File: src/rtl/fifo_stat.sv
// fifo_stat: single-clock show-ahead FIFO with an entry counter, status
// flags and sticky overflow/underflow error flags. Depth does not have to
// be a power of two; both pointers wrap explicitly at g_depth-1.
module fifo_stat #(
   parameter int g_width    = 32,
   parameter int g_depth    = 16,
   parameter int g_af_level = g_depth - 2,
   parameter int g_ae_level = 1
) (
   input  logic                         clk_i,
   input  logic                         rst_i,
   input  logic [g_width-1:0]           data_i,
   input  logic                         push_i,
   input  logic                         pull_i,
   input  logic                         flush_i,
   input  logic                         clr_err_i,
   output logic [g_width-1:0]           data_o,
   output logic [$clog2(g_depth+1)-1:0] level_o,
   output logic                         full_o,
   output logic                         empty_o,
   output logic                         afull_o,
   output logic                         aempty_o,
   output logic                         ovf_o,
   output logic                         unf_o
);

   localparam int PW = (g_depth > 1) ? $clog2(g_depth) : 1;
   localparam int LW = $clog2(g_depth + 1);

   localparam logic [PW-1:0] PTR_LAST = PW'(g_depth - 1);
   localparam logic [LW-1:0] LVL_FULL = LW'(g_depth);
   localparam logic [LW-1:0] LVL_AF   = LW'(g_af_level);
   localparam logic [LW-1:0] LVL_AE   = LW'(g_ae_level);

   logic [g_width-1:0] mem [g_depth];
   logic [PW-1:0]      wr_ptr;
   logic [PW-1:0]      rd_ptr;
   logic               push_ok;
   logic               pull_ok;
   logic               ovf_set;
   logic               unf_set;

   // Pointer advance with explicit wrap so non-power-of-two depths work.
   function automatic logic [PW-1:0] ptr_next(input logic [PW-1:0] p);
      if (p == PTR_LAST) begin
         return '0;
      end
      return p + 1'b1;
   endfunction

   // Accept/error decode. A push on a full FIFO is still accepted when a pull
   // frees a slot in the same cycle; a pull on an empty FIFO accompanied by a
   // push is simply ignored (the push fills the FIFO) and is not an underflow.
   // Flush overrides everything, so it never raises an error flag.
   always_comb begin
      push_ok = push_i && (!full_o || pull_i);
      pull_ok = pull_i && !empty_o;
      ovf_set = push_i && full_o  && !pull_i && !flush_i;
      unf_set = pull_i && empty_o && !push_i && !flush_i;
   end

   // Storage array: never reset or flushed, validity comes from the pointers.
   always_ff @(posedge clk_i) begin
      if (push_ok && !flush_i) begin
         mem[wr_ptr] <= data_i;
      end
   end

   // Pointer and level registers; flush discards everything in one edge.
   always_ff @(posedge clk_i or negedge rst_i) begin
      if (!rst_i) begin
         wr_ptr  <= '0;
         rd_ptr  <= '0;
         level_o <= '0;
      end else if (flush_i) begin
         wr_ptr  <= '0;
         rd_ptr  <= '0;
         level_o <= '0;
      end else begin
         if (push_ok) begin
            wr_ptr <= ptr_next(wr_ptr);
         end
         if (pull_ok) begin
            rd_ptr <= ptr_next(rd_ptr);
         end
         if (push_ok && !pull_ok) begin
            level_o <= level_o + 1'b1;
         end else if (pull_ok && !push_ok) begin
            level_o <= level_o - 1'b1;
         end
      end
   end

   // Sticky error flags; a new error in the same cycle wins over a clear.
   always_ff @(posedge clk_i or negedge rst_i) begin
      if (!rst_i) begin
         ovf_o <= 1'b0;
         unf_o <= 1'b0;
      end else begin
         if (ovf_set) begin
            ovf_o <= 1'b1;
         end else if (clr_err_i) begin
            ovf_o <= 1'b0;
         end
         if (unf_set) begin
            unf_o <= 1'b1;
         end else if (clr_err_i) begin
            unf_o <= 1'b0;
         end
      end
   end

   // Status flags and show-ahead data, all decoded from registered state.
   always_comb begin
      full_o   = (level_o == LVL_FULL);
      empty_o  = (level_o == '0);
      afull_o  = (level_o >= LVL_AF);
      aempty_o = (level_o <= LVL_AE);
      data_o   = mem[rd_ptr];
   end

endmodule
File: config.mk
export PLATFORM = sky130hd
export DESIGN_NAME = fifo_stat
export DESIGN_NICKNAME = d
export VERILOG_FILES = /design/src/rtl/fifo_stat.sv
export SDC_FILE = /design/constraint.sdc
export NUM_CORES = 1
export LEC_CHECK = 0
export CELL_PAD_IN_SITES_DETAIL_PLACEMENT = 0
export CELL_PAD_IN_SITES_GLOBAL_PLACEMENT = 1
export CORE_MARGIN = 10
export CORE_UTILIZATION = 50
export CTS_CLUSTER_DIAMETER = 40
export DETAILED_ROUTE_END_ITERATION = 7
export PLACE_DENSITY = 0.83
export RECOVER_POWER = 50
export SKIP_LAST_GASP = 1
export SYNTH_ARGS = -nofsm -noshare
export SYNTH_HDL_FRONTEND = slang
export SYNTH_SLANG_ARGS = --single-unit
export TNS_END_PERCENT = 1
File: constraint.sdc
create_clock -name clk_i -period 5.77 [get_ports clk_i]
set_input_delay 1.731 -clock clk_i [delete_from_list [all_inputs] [get_ports clk_i]]
set_output_delay 1.731 -clock clk_i [all_outputs]
set_load 0.02 [all_outputs]
# --- Word-level counts from Yosys, hierarchy flattened ---
# Memory sizes are Yosys's and may differ from the RTL's.
# Cells that the tools add are included.
op_classes:
  addsub: 4
  order_cmp: 2
  n_eq_ne: 3
  mux: 22
  reduce_logical: 25
op_table:
  columns: ["cell", "count"]
  rows:
  - ["4-bit 2-to-1 mux", 8]
  - ["5-bit 2-to-1 mux", 3]
  - ["1-bit logical AND", 11]
  - ["1-bit 2-to-1 mux", 11]
  - ["4-bit by 1-bit adder with 4-bit output (second input constant)", 2]
  - ["4-bit equality test (second input constant)", 2]
  - ["2-bit nonzero test", 4]
  - ["1-bit logical NOT", 7]
  - ["5-bit by 1-bit adder with 5-bit output (second input constant)", 1]
  - ["5-bit equality test (second input constant)", 1]
  - ["5-bit by 4-bit >= comparator with 1-bit output (second input constant)", 1]
  - ["5-bit by 1-bit <= comparator with 1-bit output (second input constant)", 1]
  - ["5-bit logical NOT", 1]
  - ["5-bit by 1-bit subtractor with 5-bit output (second input constant)", 1]
  - ["3-bit nonzero test", 1]
  - ["1-bit logical OR", 1]
totals:
  register_bits: 15
  ramBits: 512
  input_bits: 38
  output_inout_bits: 43
  word_cells: 62
  mem_count: 1
memory_table:
  columns: ["memory", "words", "word_bits", "rd", "rd_ports_with_merged_regs", "wr", "line", "source"]
  rows:
  - ["mem", 16, 32, 1, 0, 1, "35", "logic [g_width-1:0] mem [g_depth];"]

# --- Logic depth before layout (Yosys ltp) ---
depth:
  word_depth: 9
  mapped_depth: 7
  depth_no_buf: 6

# --- Least setup slack after synthesis ---
# No wires, ideal clock.
synth_timing:
  path_kind: "input-to-reg"
  start: "input flush_i"
  end: "memory mem[15][0] (enable)"
  setup_ns: 0.501
  arrival_time_ns: 5.299
  t_required_ns: 5.269
  setup_slack_ns: -0.031
  cell_stages: 3
  path_buffers: 2
  cell_sequence: "clkbuf_1 clkbuf_1 nor4_1"
synth_via:
  elab_chain_len: 4
synth_rtl:
  columns: ["element", "line", "source"]
  rows:
  - ["start: declaration", "15", "input logic flush_i,"]
  - ["1-bit logical NOT", "64", "if (push_ok && !flush_i) begin"]
  - ["1-bit logical AND", "64", null]
  - ["1-bit 2-to-1 mux", "64", null]
  - ["1-bit 2-to-1 mux (not written as such)", "65", "mem[wr_ptr] <= data_i;"]
  - ["end: declaration", "35", null]
# Every way passes these cells.

# --- Worst setup path after layout ---
layout_timing:
  start: "register rd_ptr[1]"
  end: "output data_o[0]"
layout_via:
  elab_chain_len: 1
layout_rtl:
  columns: ["element", "line", "source"]
  rows:
  - ["start: declaration", "37", "logic [PW-1:0] rd_ptr;"]
  - ["start signal: assignment", "84", "rd_ptr <= ptr_next(rd_ptr);"]
  - ["memory read 16 x 32 bit", null, null]
  - ["end: declaration", "17", "output logic [g_width-1:0] data_o,"]
# Every way passes these cells.

==> results.tsv <==
metric	value	unit
clock latency on the worst-skew pair	0.60	ns
Synth cell types	48	
final cycle utilization of the critical path	90.77	%
# clock sinks	527	
Max Cap Viol	0	
Final Critical Period	5.238	ns
Resized Gates After CTS	0	
clock slew at reported path FFs	0.05	ns
Slew headroom	20.17	%
core area	0.04083	mm^2
Sw Ratio	26.19	%
crit start category	register	
die height	223.2	um
critical path class	reg2out	
status	finished, final reports clean	
Fmax achieved	0.1909	GHz
Yosys reg bits	527	
cts hold-fix bufs	0	
Seq/Total Area, Yosys	76.26	%
NetSw	0.002602	W
worst-margin pin slew	1.197	ns
asr flop ratio synth	2.846	%
Data required, critical path	4.04	ns
average cell area after synthesis	19.50	um^2
Port Buf Inserts	80	
vias post-DR	10582	
Max Fanout on Critical Path	31	
Worst Hold Launch	unf_o	
Placed Area	0.02224	mm^2
leakage power	7.646	nW
number of global-route vias before repair	10886	
Tot Pwr	0.009935	W
drt total wl	43930	um
global route total overflow	0	
setup violators final	0	
htree depth	2	
Placed Cells	1645	
Non-Filler Instances	1753	
Nets	1222	
most common cell after layout, fill and taps aside	edfxtp_1	
Min Hold Slack	0.5005	ns
RSZ-0062 raised after global routing	no	
clock tree from TritonCTS	done	
Fin. Hold Viols	0	
Internal	0.007332	W
warning count from the yosys run	0	
Clock Skew	0.01835	ns
initial antenna violation count	3	
GPL Wtd Cong	0.7597	
total track usage	17.58	%
row count	74	
Worst R2R Start	level_o[0]	
cts bufs inserted	59	
layout cell share with drive strength beyond 1	17.39	%
Min-Delay Path Depth	1	
Slew Viols, Final	0	
Post-Syn Area	0.02065	mm^2
CP endpoint kind	primary output	
Comb power frac	19.7	%
routed len/inst	25.06	um
final setup TNS	0	ns
CTS max path bufs	3	
Power Density	411.7	mW/mm^2
post-DR vias/cell	6.037	
DRT iter0 DRCs	1000	
Clock power frac	36.1	%
Routed Antenna Nets	0	
largest net degree at the start of global routing	40	
worst vdd ir	0.0003412	V
R2R Setup Slk	2.14	ns
Post-synth EDFFs	512	
arrival time at the worst endpoint	3.51	ns
die extent in x	223.2	um
fill count	2842	
synthesis-to-layout area growth	16.83	%
Flop pwr share	44.2	%
fin area	0.02413	mm^2
cells after synthesis	1059	
R2R Path End	mem[8][15]	
Post-CTS Setup Bufs	0	
Post-route DRC	0	
clk root buf	clkbuf_16	
DIE AREA	0.04983	mm^2
hold crit path type	reg2reg	
commonest cells after routing, fill and taps aside	edfxtp_1, mux2i_1, a221oi_1, mux4_2, clkbuf_16	
hold endpoint	unf_o	
Post-synth top flop	edfxtp_1	
Initial Util	50.58	%
I/O pin total	81	
first-pass GRT wire length	67560	um
Post-Syn Nets	1107	
HPWL after detailed placement	24720	um
FF-to-FF path depth	8	
DR pass1 iterations	5	
-- worst max-delay path by stage --
stage	startpoint	to	slack, ns	cells after the start
2_1_floorplan	pull_i	mem[12][0]	0.08	4
3_3_place_gp	pull_i	mem[9][5]	0.90	7
3_5_place_dp	pull_i	mem[11][5]	0.91	7
4_1_cts	rd_ptr[1]	data_o[0]	0.49	6
5_1_grt	rd_ptr[1]	data_o[27]	0.35	6
6_report	rd_ptr[1]	data_o[0]	0.53	6
-- Yosys cell counts, types with 2 or more instances --
cell type / instances / area, um^2
nor2b_1: 5 / 31.28
a32o_1: 2 / 20.02
buf_4: 14 / 105.1
dfrtp_1: 15 / 375.4
mux2_1: 3 / 33.78
mux2i_1: 129 / 1291
buf_1: 9 / 33.78
o211ai_1: 2 / 15.01
xor2_1: 3 / 26.28
nor2_1: 14 / 52.55
nand2b_1: 2 / 12.51
mux4_2: 64 / 1441
edfxtp_1: 512 / 15370
nor3_1: 2 / 10.01
clkbuf_1: 23 / 86.33
a221oi_1: 64 / 560.5
buf_2: 15 / 75.07
nor4_1: 7 / 43.79
a31oi_1: 2 / 12.51
and2_4: 2 / 17.52
and2_1: 10 / 62.56
inv_1: 12 / 45.04
a22oi_1: 32 / 240.2
a21oi_1: 7 / 35.03
nand2_1: 41 / 153.9
ha_1: 10 / 125.1
o21ai_0: 37 / 185.2
-- cell type report --
cell class	instances	area [um^2]	share of cell area, %
Clock buffer	68	1531	6.347
Multi-Input combinational cell	458	4619	19.15
Timing Repair Buffer	116	1135	4.703
Clock inverter	38	369.1	1.530
Sequential cell	527	15760	65.31
Inverter	12	45.04	0.1867
Antenna cell	2	5.005	0.02074
Tap cell	532	665.6	2.759
-- flip-flops by register name, summed over array words and instances, names as in the netlist --
signal,flops
mem,512
unf_o,1
wr_ptr,4
level_o,5
ovf_o,1
rd_ptr,4
-- per-layer routing --
metal,GRT usage [%],part of all wire (%)
met3,4.472,7.5
met1,23.37,41
met5,0,0
met2,28.25,49
met4,4.839,2.1
-- per-stage QoR --
| stage | setup slack (ns) | util [%] |
|---|---|---|
| floorplan | 0.07820 | - |
| global placement | 0.8966 | 54.47 |
| detailed placement | 0.9092 | 54.47 |
| CTS | 0.4945 | 59.13 |
| global route | 0.3531 | 59.08 |
| finish | 0.5324 | 59.09 |
-- kinds of logic (layout without fill, tap and decap cells) --
family / Yosys count / in the layout / synth area share, %
AO/OA/AOI/OAI: 153 / 153 / 5.459
buffers and inverters: 74 / 234 / 1.727
AND/OR/NAND/NOR: 95 / 95 / 2.381
flip-flops: 527 / 527 / 76.26
adder cells (fa/ha/maj): 10 / 10 / 0.6058
other: 0 / 2 / 0
multiplexers: 196 / 196 / 13.40
XOR/XNOR: 4 / 4 / 0.1697
-- power groups by stage --
stage / sequential (W) / combinational [W] / clock (W)
CTS: 0.00439 / 0.00200 / 0.00365
global placement: 0.00447 / 0.00197 / 0
detailed placement: 0.00447 / 0.00198 / 0
floorplan: 0.00437 / 0.00144 / 0
global route: 0.00440 / 0.00210 / 0.00382
finish: 0.00439 / 0.00196 / 0.00359
-- worst max-delay path, cell delays in order, from the launching register on --
cell	delay (ns)
dfrtp_4	0.76
and2_2	0.59
buf_4	0.43
a221oi_1	0.16
o21ai_0	0.21
nand2_1	0.11
clkdlybuf4s50_1	0.56
No activity file was read; power rests on OpenSTA's default activity.
